`src/rtl/traffic_pkg.sv`:
```
// Shared state codes and {R,Y,G} lamp constants for the traffic controller and pattern selector.
// No logic; types and a combinational next-phase helper.
// No flow control.
package traffic_pkg;

    typedef enum logic [2:0] {
        NS_G  = 3'd0,
        NS_Y  = 3'd1,
        AR1   = 3'd2,
        EW_G  = 3'd3,
        EW_Y  = 3'd4,
        AR2   = 3'd5,
        NIGHT = 3'd6
    } state_t;

    localparam logic [2:0] LAMP_R   = 3'b100;
    localparam logic [2:0] LAMP_Y   = 3'b010;
    localparam logic [2:0] LAMP_G   = 3'b001;
    localparam logic [2:0] LAMP_OFF = 3'b000;

    // Normal day cycle order; NIGHT is left via its own exit path.
    function automatic state_t next_state(input state_t s);
        case (s)
            NS_G:    next_state = NS_Y;
            NS_Y:    next_state = AR1;
            AR1:     next_state = EW_G;
            EW_G:    next_state = EW_Y;
            EW_Y:    next_state = AR2;
            default: next_state = NS_G;
        endcase
    endfunction

endpackage

```
`src/rtl/tick_gen.sv`:
```
// One-second prescaler: pulses tick for one clk when the count reaches CLK_DIV-1.
// Latency: first tick CLK_DIV cycles after reset release.
// No backpressure; free running.
module tick_gen #(
    parameter int CLK_DIV = 50000000
) (
    input  logic clk,
    input  logic rst,
    output logic tick
);

    localparam int W = (CLK_DIV > 2) ? $clog2(CLK_DIV) : 1;
    localparam logic [W-1:0] LAST = W'(CLK_DIV - 1);

    logic [W-1:0] cnt;

    assign tick = (cnt == LAST);

    always_ff @(posedge clk or posedge rst) begin
        if (rst) begin
            cnt <= '0;
        end else if (tick) begin
            cnt <= '0;
        end else begin
            cnt <= cnt + 1'b1;
        end
    end

endmodule

```
`src/rtl/traffic_ctrl_param.sv`:
```
// Four-way traffic light controller with pedestrian shortening/walk and night flashing mode.
// Latency: lamps follow the state register directly; BCD digits lag the count register by one clk.
// No backpressure; ped_req is latched and serviced at the next all-red phase.
module traffic_ctrl_param
    import traffic_pkg::*;
#(
    parameter int CLK_DIV   = 50000000,
    parameter int GREEN_S   = 20,
    parameter int YELLOW_S  = 3,
    parameter int ALLRED_S  = 2,
    parameter int PED_SHORT = 5
) (
    input  logic       clk,
    input  logic       rst,
    input  logic       night,
    input  logic       ped_req,
    output logic [2:0] ns_light,
    output logic [2:0] ew_light,
    output logic [3:0] cnt_tens,
    output logic [3:0] cnt_ones,
    output logic [2:0] phase,
    output logic       ped_walk,
    output logic       ped_pend
);

    localparam int WALK_S = (ALLRED_S > PED_SHORT) ? ALLRED_S : PED_SHORT;

    localparam logic [6:0] GREEN_D  = 7'(GREEN_S);
    localparam logic [6:0] YELLOW_D = 7'(YELLOW_S);
    localparam logic [6:0] ALLRED_D = 7'(ALLRED_S);
    localparam logic [6:0] WALK_D   = 7'(WALK_S);
    localparam logic [6:0] SHORT_D  = 7'(PED_SHORT);

    logic       tick;
    state_t     state, state_nxt;
    logic [6:0] count, count_nxt;
    logic       flash, flash_nxt;
    logic       pend_nxt, walk_nxt;
    logic       is_green;

    tick_gen #(.CLK_DIV(CLK_DIV)) u_tick_gen (
        .clk  (clk),
        .rst  (rst),
        .tick (tick)
    );

    assign is_green = (state == NS_G) || (state == EW_G);

    always_comb begin
        state_nxt = state;
        count_nxt = count;
        flash_nxt = flash;
        pend_nxt  = ped_pend;
        walk_nxt  = ped_walk;

        if (state != NIGHT && ped_req) begin
            pend_nxt = 1'b1;
        end

        // Priority: night entry, then expiry, then pedestrian clamp.
        if (tick && night && state != NIGHT) begin
            state_nxt = NIGHT;
            count_nxt = '0;
            flash_nxt = 1'b1;
            pend_nxt  = 1'b0;
            walk_nxt  = 1'b0;
        end else if (state == NIGHT) begin
            if (tick) begin
                if (night) begin
                    flash_nxt = ~flash;
                end else begin
                    state_nxt = AR2;
                    count_nxt = ALLRED_D;
                    flash_nxt = 1'b0;
                end
            end
        end else if (tick && count == 7'd1) begin
            state_nxt = next_state(state);
            walk_nxt  = 1'b0;
            case (state_nxt)
                NS_G, EW_G: count_nxt = GREEN_D;
                NS_Y, EW_Y: count_nxt = YELLOW_D;
                default: begin
                    if (ped_pend || ped_req) begin
                        walk_nxt  = 1'b1;
                        pend_nxt  = 1'b0;
                        count_nxt = WALK_D;
                    end else begin
                        count_nxt = ALLRED_D;
                    end
                end
            endcase
        end else begin
            if (tick) begin
                count_nxt = count - 7'd1;
            end
            if (is_green && (ped_pend || ped_req) && count > SHORT_D) begin
                count_nxt = SHORT_D;
            end
        end
    end

    always_ff @(posedge clk or posedge rst) begin
        if (rst) begin
            state    <= NS_G;
            count    <= GREEN_D;
            flash    <= 1'b0;
            ped_pend <= 1'b0;
            ped_walk <= 1'b0;
        end else begin
            state    <= state_nxt;
            count    <= count_nxt;
            flash    <= flash_nxt;
            ped_pend <= pend_nxt;
            ped_walk <= walk_nxt;
        end
    end

    always_ff @(posedge clk or posedge rst) begin
        if (rst) begin
            cnt_tens <= 4'(GREEN_S / 10);
            cnt_ones <= 4'(GREEN_S % 10);
        end else begin
            cnt_tens <= 4'(count / 7'd10);
            cnt_ones <= 4'(count % 7'd10);
        end
    end

    always_comb begin
        ns_light = LAMP_R;
        ew_light = LAMP_R;
        case (state)
            NS_G:  ns_light = LAMP_G;
            NS_Y:  ns_light = LAMP_Y;
            EW_G:  ew_light = LAMP_G;
            EW_Y:  ew_light = LAMP_Y;
            NIGHT: begin
                ns_light = flash ? LAMP_Y : LAMP_OFF;
                ew_light = flash ? LAMP_Y : LAMP_OFF;
            end
            default: ;
        endcase
    end

    assign phase = state;

endmodule
```
`config.mk`:
```
export PLATFORM = sky130hd
export DESIGN_NAME = traffic_ctrl_param
export DESIGN_NICKNAME = d
export VERILOG_FILES = /design/src/rtl/traffic_pkg.sv /design/src/rtl/tick_gen.sv /design/src/rtl/traffic_ctrl_param.sv
export SDC_FILE = /design/constraint.sdc
export NUM_CORES = 1
export LEC_CHECK = 0
export CAP_MARGIN = 20
export CORE_MARGIN = 2
export CORE_UTILIZATION = 47
export CTS_CLUSTER_SIZE = 30
export DETAILED_ROUTE_END_ITERATION = 16
export PLACE_DENSITY_LB_ADDON = 0.2
export SKIP_LAST_GASP = 1
export SLEW_MARGIN = 15
export SYNTH_ARGS = -nofsm -noshare
export SYNTH_HDL_FRONTEND = slang
export SYNTH_SLANG_ARGS = --single-unit
```
`constraint.sdc`:
```
create_clock -name clk -period 8.8 [get_ports clk]
set_clock_uncertainty 0.1 [all_clocks]
set_input_delay 2.64 -clock clk [delete_from_list [all_inputs] [get_ports clk]]
set_output_delay 2.64 -clock clk [all_outputs]
set_load 0.05 [all_outputs]
```
==> results.toml <==
[min_path]
hp-start = "u_tick_gen.cnt[0]"
hold_class = "reg2reg"

[logic_synthesis]
yosysTopAreaCell = "dfrtp_1"
ys_top_cells_by_area = "dfrtp_1, nor2_1, xnor2_1"
synthCells = 330
synth_area_mm2 = 0.00288
syn_nets = 340
synth_seq_cells = 47
synth-edff-count = 0
avgSynthCellArea_um2 = 8.74
ys_warn_count = 0
synth-async-reset-ratio = 1.00
netlist.area_leader.share = 0.382
ys_types = 56
seq_area_frac_synth = 0.409
ys.flop_type = "dfrtp_1"

[clock_network]
clock_path_buffers = 2
cts_buffers = 5
clk_pin_slew_ns = 0.10
cts_resized = 0
holdBufCountCts = 0
clock-sinks = 47
cts_tree = "built"
cts_setup_buffers = 0
cts_max_level = 2
insertion_delay_ns = 0.32
root_buffer = "clkbuf_8"

[power_and_ir_drop]
leakage_nw = 1.34
irDropWorstVdd_uv = 76.5
p_per_area_mw_per_mm2 = 124

[routing]
ant_nets = 0
routedWlPerCell_um = 14.8
vias = 2337
firstDrtPassIters = 4
via_per_inst = 5.66
wirelength_um = 6100
drc = 0
dr.first_iter.drc_count = 147

[timing]
tns_ns = 0
fin_crit_ns = 5.19
hold_viol = 0
clock.fmax_mhz = 193
period_share = 0.590
setup_viol = 0
worst_slew_pin_slew_ns = 0.651
slew_headroom = 0.564
layout_setup_ws_ns = 3.61
rsz0062_at_grt = "no"
slew_viol_final = 0

[outcome]
status = "completed"

[job]
maxCapViolCount = 0

[global_route]
grt_max_degree = 48
grt_pass1_wl_um = 10300
grt_pass1_vias = 2189
grt_usage = 0.196
antenna_found_initial = 0
overflow = 0

[die]
io_pins = 23
die_x_um = 82.3
chipHeight_um = 82.3
initial_core_util = 0.487
core_area_mm2 = 0.00592
num_rows = 28
dieArea_mm2 = 0.00678

[critical_path]
crit_arrival_ns = 2.45
cp_max_fo = 14
worst_setup_path_end_kind = "output pin"
crit_required_ns = 6.06
rr_startpoint = "count[3]"
start_kind = "flop"
critPathLaunch = "phase[1]"
worst-setup-path-type = "reg2out"

[final_layout]
diodes = 0
finalNetCount = 347
final_layout_size_suffix_gt1_frac = 0.0680
area_delta_synth_final_pct = 12.1

[placement]
hpwl_um = 4130
place_congestion = 0.877
dpl_worst_slack_ns = 3.97
portBuffers = 22
==> final timing paths <==
kind / end / slack, ns / depth (start not counted)
max: ns_light[1] / 3.61 / 4
min: u_tick_gen.cnt[0] / 0.38 / 1
max reg2reg: cnt_ones[3] / 5.78 / 8
min reg2reg: u_tick_gen.cnt[0] / 0.38 / 1
max in group asynchronous: count[2] / 5.41 / 3
min in group asynchronous: u_tick_gen.cnt[15] / 2.60 / 2
==> cells in the final DEF, fill, tap and decap left out, drive strengths merged, types with 4 or more instances in the layout <==
| cell | synthesis | final |
|---|---|---|
| nand2b | 5 | 5 |
| clkbuf | 17 | 5 |
| and3 | 8 | 8 |
| ha | 6 | 6 |
| o21ai | 21 | 21 |
| a21oi | 21 | 21 |
| xor2 | 15 | 15 |
| a31oi | 4 | 4 |
| nand3 | 14 | 14 |
| or3 | 4 | 4 |
| nor2 | 35 | 35 |
| inv | 11 | 12 |
| a211oi | 6 | 6 |
| nor2b | 5 | 5 |
| nor3 | 12 | 12 |
| clkdlybuf4s50 | 0 | 22 |
| nor4 | 6 | 6 |
| xnor2 | 15 | 15 |
| nand2 | 28 | 28 |
| dfrtp | 44 | 44 |
==> power by group <==
group          leakage, nW  internal, W  switching, W
logic                0.709    0.0000139     0.0000230
clock network       0.0485    0.0000571     0.0000835
registers            0.584     0.000219    0.00000363
==> critical path, stage by stage (launching register included) <==
cell             delay (ns)
dfrtp_1                0.59
nor2b_1                0.32
nand2_1                0.19
o21ai_0                0.21
clkdlybuf4s50_1        0.83
==> sequential cells by signal, indices dropped and copies added, names as in the netlist <==
signal,flops
cnt_ones,4
cnt_tens,4
count,7
flash,1
ped_pend,1
ped_walk,1
phase,3
u_tick_gen.cnt,26
==> metal layers <==
metal | GRT usage | wire [um] | vias to the layer above
met5 | 0 | 0 | -
met4 | 0.0550 | 71 | 0
met3 | 0.0370 | 203 | 8
met2 | 0.306 | 2800 | 46
met1 | 0.277 | 3030 | 1108
li1 | - | - | 1175
==> per-stage QoR <==
step           total power (W)  cells  cell area, um2  hold WS (ns)  utilization
2_1_floorplan         0.000253    330            2880         0.333            -
4_1_cts               0.000402    412            3200         0.376        0.541
3_5_place_dp          0.000263    404            3110         0.362        0.526
6_report              0.000401    413            3230         0.376        0.546
5_1_grt               0.000416    413            3230         0.388        0.546
3_3_place_gp          0.000263    404            3110         0.346        0.526
==> cells by family after synthesis <==
group | count (synthesis) | synth area share
AND/OR/NAND/NOR | 132 | 0.244
AO/OA/AOI/OAI | 78 | 0.175
buffers and inverters | 35 | 0.0482
XOR/XNOR | 30 | 0.0911
flip-flops | 47 | 0.409
multiplexers | 2 | 0.00694
adder cells (fa/ha/maj) | 6 | 0.0260
==> layout make-up <==
type | count | area [um2]
Timing Repair Buffer | 24 | 255
Tap cell | 75 | 93.8
Fill cell | 558 | 2690
Multi-Input combinational cell | 248 | 1570
Inverter | 11 | 41.3
Sequential cell | 47 | 1180
Clock inverter | 3 | 22.5
Clock buffer | 5 | 68.8
==> Yosys cell counts (2+ instances only) <==
library cell / count
dfrtp_1: 44
nor2_1: 35
nand2_1: 28
a21oi_1: 21
clkbuf_1: 17
o21ai_0: 16
xnor2_1: 15
xor2_1: 15
nand3_1: 14
nor3_1: 12
inv_1: 11
and3_1: 8
a211oi_1: 6
ha_1: 6
nand2b_1: 5
nor2b_1: 5
o21ai_1: 5
a31oi_1: 4
or3_1: 4
a22oi_1: 3
and2_1: 3
buf_1: 3
buf_2: 3
dfstp_2: 3
nor4_1: 3
o211ai_1: 3
o21a_1: 3
a221oi_1: 2
a22o_1: 2
mux2i_1: 2
nand4_1: 2
nor4_2: 2
nor4b_1: 2
(Power assumes the default switching activity.)
